===== config.mk =====
export PLATFORM = sky130hd
export DESIGN_NAME = reg_file_ctrl_flat
export DESIGN_NICKNAME = d
export VERILOG_FILES = /design/src/rtl/reg_file_ctrl_if.sv /design/src/rtl/reg_file_ctrl.sv /design/src/flat_wrapper.sv
export SDC_FILE = /design/constraint.sdc
export NUM_CORES = 1
export LEC_CHECK = 0
export CAP_MARGIN = 20
export CORE_MARGIN = 5
export CORE_UTILIZATION = 43
export CTS_BUF_LIST = sky130_fd_sc_hd__clkbuf_8 sky130_fd_sc_hd__clkbuf_16
export CTS_CLUSTER_DIAMETER = 30
export CTS_CLUSTER_SIZE = 14
export DETAILED_ROUTE_END_ITERATION = 7
export PLACE_DENSITY_LB_ADDON = 0.15
export SLEW_MARGIN = 30
export SYNTH_ARGS = -nofsm -noshare
export SYNTH_HDL_FRONTEND = slang
export SYNTH_SLANG_ARGS = --single-unit

===== constraint.sdc =====
create_clock -name CLK -period 1.9 [get_ports CLK]
set_input_delay 0.19 -clock CLK [delete_from_list [all_inputs] [get_ports CLK]]
set_output_delay 0.19 -clock CLK [all_outputs]
set_load 0.01 [all_outputs]

===== src/rtl/reg_file_ctrl_if.sv =====
// Command and response channels between a requester and the register-file sequencer.
// The master drives commands and accepts responses; the slave is the sequencer.
interface reg_file_ctrl_if #(
  parameter int DATA_WIDTH = 16,
  parameter int ADDR_WIDTH = 3
);
  logic                  Cmd_Valid;
  logic                  Cmd_Ready;
  logic                  Cmd_Wr;
  logic [ADDR_WIDTH-1:0] Cmd_Addr;
  logic [ADDR_WIDTH-1:0] Cmd_Len;
  logic [DATA_WIDTH-1:0] Cmd_Data;
  logic                  Rsp_Valid;
  logic                  Rsp_Ready;
  logic [DATA_WIDTH-1:0] Rsp_Data;
  logic [ADDR_WIDTH-1:0] Rsp_Addr;
  logic                  Rsp_Last;

  modport master (
    output Cmd_Valid, Cmd_Wr, Cmd_Addr, Cmd_Len, Cmd_Data, Rsp_Ready,
    input  Cmd_Ready, Rsp_Valid, Rsp_Data, Rsp_Addr, Rsp_Last
  );

  modport slave (
    input  Cmd_Valid, Cmd_Wr, Cmd_Addr, Cmd_Len, Cmd_Data, Rsp_Ready,
    output Cmd_Ready, Rsp_Valid, Rsp_Data, Rsp_Addr, Rsp_Last
  );
endinterface


===== src/rtl/reg_file_ctrl.sv =====
// Sole master of an 8x16 register file: single-beat writes, wrapping burst reads
// returned one beat at a time over a valid/ready response channel.
module reg_file_ctrl #(
  parameter int DATA_WIDTH = 16,
  parameter int ADDR_WIDTH = 3
) (
  input  logic                  CLK,
  input  logic                  RST,
  reg_file_ctrl_if.slave        bus,
  output logic                  WrEn,
  output logic                  RdEn,
  output logic [ADDR_WIDTH-1:0] Address,
  output logic [DATA_WIDTH-1:0] WrData,
  input  logic [DATA_WIDTH-1:0] RdData
);

  typedef enum logic [2:0] {
    S_IDLE    = 3'd0,
    S_WRITE   = 3'd1,
    S_READ    = 3'd2,
    S_CAPTURE = 3'd3,
    S_RESP    = 3'd4
  } state_t;

  state_t                r_state,     w_state;
  logic                  r_cmd_ready, w_cmd_ready;
  logic                  r_wr_en,     w_wr_en;
  logic                  r_rd_en,     w_rd_en;
  logic [ADDR_WIDTH-1:0] r_address,   w_address;
  logic [DATA_WIDTH-1:0] r_wr_data,   w_wr_data;
  logic                  r_rsp_valid, w_rsp_valid;
  logic [DATA_WIDTH-1:0] r_rsp_data,  w_rsp_data;
  logic [ADDR_WIDTH-1:0] r_rsp_addr,  w_rsp_addr;
  logic                  r_rsp_last,  w_rsp_last;
  logic [ADDR_WIDTH-1:0] r_cur_addr,  w_cur_addr;
  logic [ADDR_WIDTH-1:0] r_cnt,       w_cnt;
  logic                  w_cmd_fire;
  logic [ADDR_WIDTH-1:0] w_addr_inc;

  // Cmd_Ready is only ever high in IDLE, so this alone qualifies acceptance.
  assign w_cmd_fire = bus.Cmd_Valid && r_cmd_ready;
  assign w_addr_inc = r_cur_addr + ADDR_WIDTH'(1);

  // Next-state and next-output decode.
  always_comb begin
    w_state     = r_state;
    w_cmd_ready = 1'b0;
    w_wr_en     = 1'b0;
    w_rd_en     = 1'b0;
    w_address   = r_address;
    w_wr_data   = r_wr_data;
    w_rsp_valid = r_rsp_valid;
    w_rsp_data  = r_rsp_data;
    w_rsp_addr  = r_rsp_addr;
    w_rsp_last  = r_rsp_last;
    w_cur_addr  = r_cur_addr;
    w_cnt       = r_cnt;
    case (r_state)
      S_IDLE: begin
        if (w_cmd_fire) begin
          w_address = bus.Cmd_Addr;
          if (bus.Cmd_Wr) begin
            w_state   = S_WRITE;
            w_wr_en   = 1'b1;
            w_wr_data = bus.Cmd_Data;
          end else begin
            w_state    = S_READ;
            w_rd_en    = 1'b1;
            w_cur_addr = bus.Cmd_Addr;
            w_cnt      = bus.Cmd_Len;
          end
        end else begin
          w_cmd_ready = 1'b1;
        end
      end
      S_WRITE: begin
        w_state     = S_IDLE;
        w_cmd_ready = 1'b1;
      end
      S_READ: begin
        w_state = S_CAPTURE;
      end
      // RdData only becomes valid after the edge that ends the RdEn cycle.
      S_CAPTURE: begin
        w_state     = S_RESP;
        w_rsp_valid = 1'b1;
        w_rsp_data  = RdData;
        w_rsp_addr  = r_cur_addr;
        w_rsp_last  = (r_cnt == '0);
      end
      S_RESP: begin
        if (r_rsp_valid && bus.Rsp_Ready) begin
          w_rsp_valid = 1'b0;
          if (r_cnt == '0) begin
            w_state = S_IDLE;
          end else begin
            w_state    = S_READ;
            w_rd_en    = 1'b1;
            w_cur_addr = w_addr_inc;
            w_address  = w_addr_inc;
            w_cnt      = r_cnt - ADDR_WIDTH'(1);
          end
        end else begin
          w_state = S_RESP;
        end
      end
      default: begin
        w_state = S_IDLE;
      end
    endcase
  end

  // State and output registers; reset aborts any operation in flight.
  always_ff @(posedge CLK or negedge RST) begin
    if (!RST) begin
      r_state     <= S_IDLE;
      r_cmd_ready <= 1'b0;
      r_wr_en     <= 1'b0;
      r_rd_en     <= 1'b0;
      r_address   <= '0;
      r_wr_data   <= '0;
      r_rsp_valid <= 1'b0;
      r_rsp_data  <= '0;
      r_rsp_addr  <= '0;
      r_rsp_last  <= 1'b0;
      r_cur_addr  <= '0;
      r_cnt       <= '0;
    end else begin
      r_state     <= w_state;
      r_cmd_ready <= w_cmd_ready;
      r_wr_en     <= w_wr_en;
      r_rd_en     <= w_rd_en;
      r_address   <= w_address;
      r_wr_data   <= w_wr_data;
      r_rsp_valid <= w_rsp_valid;
      r_rsp_data  <= w_rsp_data;
      r_rsp_addr  <= w_rsp_addr;
      r_rsp_last  <= w_rsp_last;
      r_cur_addr  <= w_cur_addr;
      r_cnt       <= w_cnt;
    end
  end

  assign bus.Cmd_Ready = r_cmd_ready;
  assign bus.Rsp_Valid = r_rsp_valid;
  assign bus.Rsp_Data  = r_rsp_data;
  assign bus.Rsp_Addr  = r_rsp_addr;
  assign bus.Rsp_Last  = r_rsp_last;
  assign WrEn          = r_wr_en;
  assign RdEn          = r_rd_en;
  assign Address       = r_address;
  assign WrData        = r_wr_data;

endmodule

===== src/flat_wrapper.sv =====
// flat-port wrapper written by rule: the top's interface ports become plain ports
module reg_file_ctrl_flat 
#(
  parameter int DATA_WIDTH = 16,
  parameter int ADDR_WIDTH = 3
)
  (CLK, RST, WrEn, RdEn, Address, WrData, RdData, bus_Cmd_Valid, bus_Cmd_Wr, bus_Cmd_Addr, bus_Cmd_Len, bus_Cmd_Data, bus_Rsp_Ready, bus_Cmd_Ready, bus_Rsp_Valid, bus_Rsp_Data, bus_Rsp_Addr, bus_Rsp_Last);
  reg_file_ctrl_if #(.DATA_WIDTH(DATA_WIDTH), .ADDR_WIDTH(ADDR_WIDTH)) bus_i ();
  input  logic CLK;
  input  logic RST;
  output logic WrEn;
  output logic RdEn;
  output logic [ADDR_WIDTH-1:0] Address;
  output logic [DATA_WIDTH-1:0] WrData;
  input  logic [DATA_WIDTH-1:0] RdData;
  input wire logic [$bits(bus_i.Cmd_Valid)-1:0] bus_Cmd_Valid;
  input wire logic [$bits(bus_i.Cmd_Wr)-1:0] bus_Cmd_Wr;
  input wire logic [$bits(bus_i.Cmd_Addr)-1:0] bus_Cmd_Addr;
  input wire logic [$bits(bus_i.Cmd_Len)-1:0] bus_Cmd_Len;
  input wire logic [$bits(bus_i.Cmd_Data)-1:0] bus_Cmd_Data;
  input wire logic [$bits(bus_i.Rsp_Ready)-1:0] bus_Rsp_Ready;
  output wire logic [$bits(bus_i.Cmd_Ready)-1:0] bus_Cmd_Ready;
  output wire logic [$bits(bus_i.Rsp_Valid)-1:0] bus_Rsp_Valid;
  output wire logic [$bits(bus_i.Rsp_Data)-1:0] bus_Rsp_Data;
  output wire logic [$bits(bus_i.Rsp_Addr)-1:0] bus_Rsp_Addr;
  output wire logic [$bits(bus_i.Rsp_Last)-1:0] bus_Rsp_Last;
  assign bus_i.Cmd_Valid = bus_Cmd_Valid;
  assign bus_i.Cmd_Wr = bus_Cmd_Wr;
  assign bus_i.Cmd_Addr = bus_Cmd_Addr;
  assign bus_i.Cmd_Len = bus_Cmd_Len;
  assign bus_i.Cmd_Data = bus_Cmd_Data;
  assign bus_i.Rsp_Ready = bus_Rsp_Ready;
  assign bus_Cmd_Ready = bus_i.Cmd_Ready;
  assign bus_Rsp_Valid = bus_i.Rsp_Valid;
  assign bus_Rsp_Data = bus_i.Rsp_Data;
  assign bus_Rsp_Addr = bus_i.Rsp_Addr;
  assign bus_Rsp_Last = bus_i.Rsp_Last;
  reg_file_ctrl #(.DATA_WIDTH(DATA_WIDTH), .ADDR_WIDTH(ADDR_WIDTH)) u_core (.CLK(CLK), .RST(RST), .bus(bus_i), .WrEn(WrEn), .RdEn(RdEn), .Address(Address), .WrData(WrData), .RdData(RdData));
endmodule

==> impl_metrics.json, run 1 <==
{
  "worstSetupPathType": "flop to flop",
  "cts_buffer_depth": 2,
  "root_buffer": "clkbuf_8",
  "place_congestion": 0.7499,
  "postCtsSetupRepairBufs": 0,
  "crit_path_top_delay_cell": "dfrtp_1",
  "rr_endpoint": "u_core.r_cur_addr[1]",
  "r2r_slack_ns": 0.18,
  "drt_iter0_drc": 38,
  "ys_seq_elements": 52,
  "synth_edf_count": 0,
  "grt_pass1_wl_um": 7755,
  "syn_area_per_cell_um2": 14.07,
  "portBuffers": 85,
  "drt-pass1-iter-count": 4,
  "cts_tree": "done",
  "fin_skew_ns": 0.006816,
  "final_cell_area_um2": 3264,
  "nets": 297,
  "critical-path-top-delay-family": "simple AND/OR/NAND/NOR gates",
  "ctsResizeCount": 0,
  "total_power_w": 0.004947,
  "synthTopCellsByArea": "dfrtp_1, mux2_2, mux2_1",
  "crit_arrival_ns": 1.91,
  "irDropWorstVdd_mv": 0.7374,
  "drc": 0,
  "wl_um": 4637,
  "yosysSeqAreaShare_pct": 59.67,
  "final_max_slew_viol_count": 0,
  "start_util_pct": 43.53,
  "fmax_mhz": 582.2,
  "postRouteAntennaNets": 0,
  "synthesis.instances": 155,
  "min_path_type": "input port to async pin",
  "clk_pin_slew_worst_paths_ns": 0.10,
  "io_pins": 86,
  "dp_slack_ns": 0.1653,
  "synth_nets": 201,
  "yosysTopAreaCellShare_pct": 59.67,
  "routed_via_density": 4.705,
  "rsz0062_at_grt": "no",
  "ys_types": 31,
  "antenna_found_initial": 0,
  "num_rows": 26,
  "dp_hpwl_um": 3530,
  "fin_crit_sh_pct": 90.40,
  "overflow": 0,
  "die_x_um": 81.22,
  "max-cap-violations": 0,
  "p_leak_nw": 1.391,
  "area_growth_pct": 49.68,
  "critPathBufInv": 0,
  "worstSetupEndpointType": "flop",
  "final_hold_viol_count": 0,
  "grt_max_degree": 33,
  "async_flop_share_pct": 100.0,
  "fin_ws_ns": 0.1824,
  "die-area_um2": 6596,
  "worstSetupStartpoint": "u_core.r_state[0]",
  "cp_slowest_stage_delay_ns": 0.47,
  "final-setup-viol-count": 0,
  "numCtsBuffers": 5,
  "yosysMostFrequentCell": "dfrtp_1",
  "reg2reg_from": "u_core.r_state[0]",
  "synth_commonest_cells": "dfrtp_1, mux2_2, nand2_1",
  "path_max_fanout": 7,
  "clkLatencyLatePin_ns": 0.30,
  "fin_setup_tns_ns": 0,
  "grt_usage_pct": 15.42,
  "yosysTopAreaCell": "dfrtp_1",
  "core_um2": 5010,
  "final_layout_size_suffix_gt1_share_pct": 21.03,
  "die-height_um": 81.22,
  "cts.htree.levels": 2,
  "vias": 1515,
  "status": "finished clean",
  "num_antenna_cells": 0,
  "place_area_um2": 3157,
  "crit_path_start_kind": "flop",
  "worst_slew_pin_slew_ns": 0.5114,
  "cts_sinks": 52,
  "ys.flop_type": "dfrtp_1",
  "p_per_area_nw_per_um2": 1515,
  "period_needed_ns": 1.718,
  "cp.required_ns": 2.09,
  "wl_per_cell_um": 14.40,
  "synth_area_um2": 2181,
  "r2r_cells": 4,
  "yosysWarningCount": 0,
  "path_cells": "or3b_4 > nor3_4 > nor2_2 > mux2_1",
  "slew_headroom_pct": 65.91,
  "first_global_vias": 1656
}
worst max path at each step:
stage / depth (start not counted) / endpoint
5_1_grt: 4 / u_core.r_cur_addr[1]
3_3_place_gp: 5 / u_core.WrData[1]
3_5_place_dp: 5 / u_core.WrData[1]
2_1_floorplan: 4 / u_core.WrData[10]
6_report: 4 / u_core.r_cur_addr[1]
4_1_cts: 4 / u_core.r_cur_addr[1]
layer usage:
metal	global-route usage [%]	wire length [µm]	up-vias
met3	8.093	526	4
met5	0	0	-
met4	4.223	36	0
li1	-	-	727
met1	17.53	1853	735
met2	25.37	2222	49
flip-flops by register name (all words and copies together), names as in the netlist:
register              flops
u_core.bus.Rsp_Last       1
u_core.bus.Rsp_Data      16
u_core.r_state            3
u_core.WrData            16
u_core.bus.Cmd_Ready      1
u_core.bus.Rsp_Valid      1
u_core.r_cur_addr         3
u_core.Address            3
u_core.RdEn               1
u_core.bus.Rsp_Addr       3
u_core.r_cnt              3
u_core.WrEn               1
placed cells by master, fill, tap and decap left out:
| master | n |
|---|---|
| mux2_1 | 15 |
| nor3_4 | 2 |
| buf_12 | 2 |
| a21oi_1 | 1 |
| ha_1 | 3 |
| or3_2 | 1 |
| nor3b_2 | 1 |
| o21ai_0 | 1 |
| dlygate4sd3_1 | 1 |
| o21ai_1 | 2 |
| buf_4 | 6 |
| nor4_4 | 1 |
| buf_2 | 1 |
| nor2b_1 | 1 |
| nor3_1 | 1 |
| nand2_1 | 16 |
| dfrtp_1 | 52 |
| or3_1 | 1 |
| nand3_1 | 5 |
| mux2_2 | 28 |
| a211oi_1 | 2 |
| o211ai_1 | 1 |
| nor2_1 | 4 |
| clkdlybuf4s50_1 | 84 |
| nand2b_1 | 1 |
| xor2_1 | 1 |
| or3b_4 | 1 |
| a32oi_1 | 1 |
| clkbuf_8 | 6 |
| o22a_2 | 1 |
| nor2_2 | 1 |
| or2_1 | 1 |
| xnor2_1 | 1 |
| inv_1 | 4 |
| clkinvlp_4 | 2 |
cell type report:
type                            count  area (µm²)
Fill cell                         402        1745
Sequential cell                    52        1301
Timing Repair Buffer               94       940.9
Multi-Input combinational cell     94       822.0
Tap cell                           70       87.58
Clock buffer                        6       82.58
Clock inverter                      2       15.01
Inverter                            4       15.01
cell families (layout without fill, tap and decap cells):
kind of cell / Yosys count / count (layout) / synth area share [%]
adder cells (fa/ha/maj): 3 / 3 / 1.721
flip-flops: 52 / 52 / 59.67
multiplexers: 43 / 43 / 22.20
AO/OA/AOI/OAI: 9 / 9 / 2.811
AND/OR/NAND/NOR: 37 / 37 / 10.16
buffers and inverters: 9 / 106 / 2.638
XOR/XNOR: 2 / 2 / 0.8034
repair_timing:
item	in CTS	in global routing
setup endpoints to repair	0	0
hold buffers	1	0
endpoints found under the hold margin	20	0
report_power, final:
part / total (W) / internal [W] / leakage [nW] / switching (W)
combinational: 0.00233 / 0.00143 / 0.725 / 0.000901
clock: 0.000660 / 0.000295 / 0.0434 / 0.000365
sequential: 0.00195 / 0.00165 / 0.622 / 0.000303
metrics by stage:
stage	utilization, %	cells	hold slack, ns
6_report	65.16	322	0.3790
5_1_grt	65.16	322	0.4127
4_1_cts	65.16	322	0.3769
3_5_place_dp	63.01	313	0.1890
3_3_place_gp	63.01	313	0.1989
2_1_floorplan	-	155	-0.1056
No activity file was read; power rests on OpenSTA's default activity.
==> run 2, diff against run 1 <==
- REMOVE_ABC_BUFFERS: default -> 1
==> impl_metrics.json, run 2 (synthesized netlist as in run 1, its figures left out) <==
{
  "final_cell_mix": "clkdlybuf4s50_1, dfrtp_1, mux2_2, nand2_1, mux2_1",
  "grt_pass1_wl_um": 7907,
  "drt-pass1-iter-count": 4,
  "worstSetupStartpoint": "u_core.r_state[0]",
  "r2r_cells": 4,
  "final_max_slew_viol_count": 0,
  "fmax_mhz": 577.4,
  "layout_commonest_cell": "clkdlybuf4s50_1",
  "cts_tree": "done",
  "final_hold_viol_count": 0,
  "crit_path_start_kind": "flop",
  "period_needed_ns": 1.732,
  "die_x_um": 81.22,
  "dp_hpwl_um": 3568,
  "core_um2": 5010,
  "crit_path_top_delay_cell": "dfrtp_1",
  "antenna_found_initial": 0,
  "r2r_slack_ns": 0.17,
  "postCtsSetupRepairBufs": 0,
  "clkLatencyLatePin_ns": 0.29,
  "path_cells": "or2_1 > nor4_4 > nor2_2 > mux2_1",
  "status": "finished clean",
  "wl_per_cell_um": 14.82,
  "cts_sinks": 52,
  "ctsHoldBuffers": 1,
  "worstSetupEndpointType": "flop",
  "num_antenna_cells": 0,
  "drc": 0,
  "cts.htree.levels": 2,
  "critPathBufInv": 0,
  "first_global_vias": 1703,
  "io_pins": 86,
  "grt_max_degree": 32,
  "final_core_util_pct": 65.01,
  "slew_headroom_pct": 63.55,
  "crit_arrival_ns": 1.92,
  "area_growth_pct": 49.34,
  "grt_usage_pct": 15.90,
  "portBuffers": 85,
  "cp.required_ns": 2.09,
  "cp_slowest_stage_delay_ns": 0.43,
  "rsz0062_at_grt": "no",
  "vias": 1553,
  "place_congestion": 0.8510,
  "worst_slew_pin_slew_ns": 0.5467,
  "final-setup-viol-count": 0,
  "fin_ws_ns": 0.1680,
  "p_leak_nw": 1.401,
  "wl_um": 4773,
  "critical-path-top-delay-family": "simple AND/OR/NAND/NOR gates",
  "overflow": 0,
  "start_util_pct": 43.53,
  "worstSetupPathType": "flop to flop",
  "path_max_fanout": 6,
  "postRouteAntennaNets": 0,
  "cts_buffer_depth": 2,
  "rr_endpoint": "u_core.r_cur_addr[1]",
  "p_per_area_nw_per_um2": 1513,
  "fin_setup_tns_ns": 0,
  "nFillCells": 399,
  "die-height_um": 81.22,
  "cp.depth": 4,
  "routed_via_density": 4.823,
  "die-area_um2": 6596,
  "numCtsBuffers": 5,
  "root_buffer": "clkbuf_8",
  "min_path_type": "input port to async pin",
  "clk_pin_slew_worst_paths_ns": 0.09,
  "fin_skew_ns": 0.009703,
  "dp_slack_ns": 0.1446,
  "ctsResizeCount": 0,
  "reg2reg_from": "u_core.r_state[0]",
  "drt_iter0_drc": 44,
  "nets": 297,
  "max-cap-violations": 0,
  "num_rows": 26,
  "fin_crit_sh_pct": 91.16,
  "irDropWorstVdd_mv": 0.7966,
  "final_layout_size_suffix_gt1_share_pct": 20.24
}
## run 2: changes by cell type in the layout (fill, tap and decap cells not counted)
cell,before,now
clkinvlp_4,2,0
inv_1,4,6
## run 2: layout make-up
type | count | area, µm² | area share (%)
repair buffers | 94 | 940.9 | 28.89
clock inverters | 2 | 7.507 | 0.2305
flip-flops and latches | 52 | 1301 | 39.95
well taps | 70 | 87.58 | 2.689
inverters | 4 | 15.01 | 0.4610
clock buffers | 6 | 82.58 | 2.536
multi-input cells | 94 | 822.0 | 25.24
## run 2: worst max-delay path by stage
| stage | endpoint | slack [ns] |
|---|---|---|
| 3_5_place_dp | u_core.WrData[3] | 0.14 |
| 5_1_grt | u_core.r_cnt[1] | 0.04 |
| 6_report | u_core.r_cur_addr[1] | 0.17 |
| 3_3_place_gp | u_core.WrData[3] | 0.17 |
| 4_1_cts | u_core.r_cur_addr[1] | 0.16 |
| 2_1_floorplan | u_core.WrData[0] | 0.13 |
## run 2: per-layer routing
layer | share of wire [%] | global-route usage, % | vias to the layer above | routed length (µm)
li1 | - | - | 729 | -
met2 | 49 | 26.60 | 50 | 2341
met4 | 1.6 | 5.743 | 0 | 77
met1 | 40 | 18.56 | 765 | 1930
met3 | 8.9 | 6.098 | 9 | 423
met5 | 0 | 0 | - | 0
## run 2: power by group
| part | internal (W) | switching, W |
|---|---|---|
| clock | 0.000287 | 0.000338 |
| combinational | 0.00144 | 0.000914 |
| sequential | 0.00165 | 0.000297 |
| total | 0.00338 | 0.00155 |
## run 2: stage by stage
stage	instance area (µm²)	cells	total power, W	hold WS [ns]
final	3257	322	0.004927	0.4164
after global routing	3257	322	0.005285	0.4731
after CTS	3257	322	0.005001	0.4164
after detailed placement	3157	313	0.004356	0.2089
after global placement	3157	313	0.004314	0.1969
after floorplan	2138	150	0.003028	-0.1056
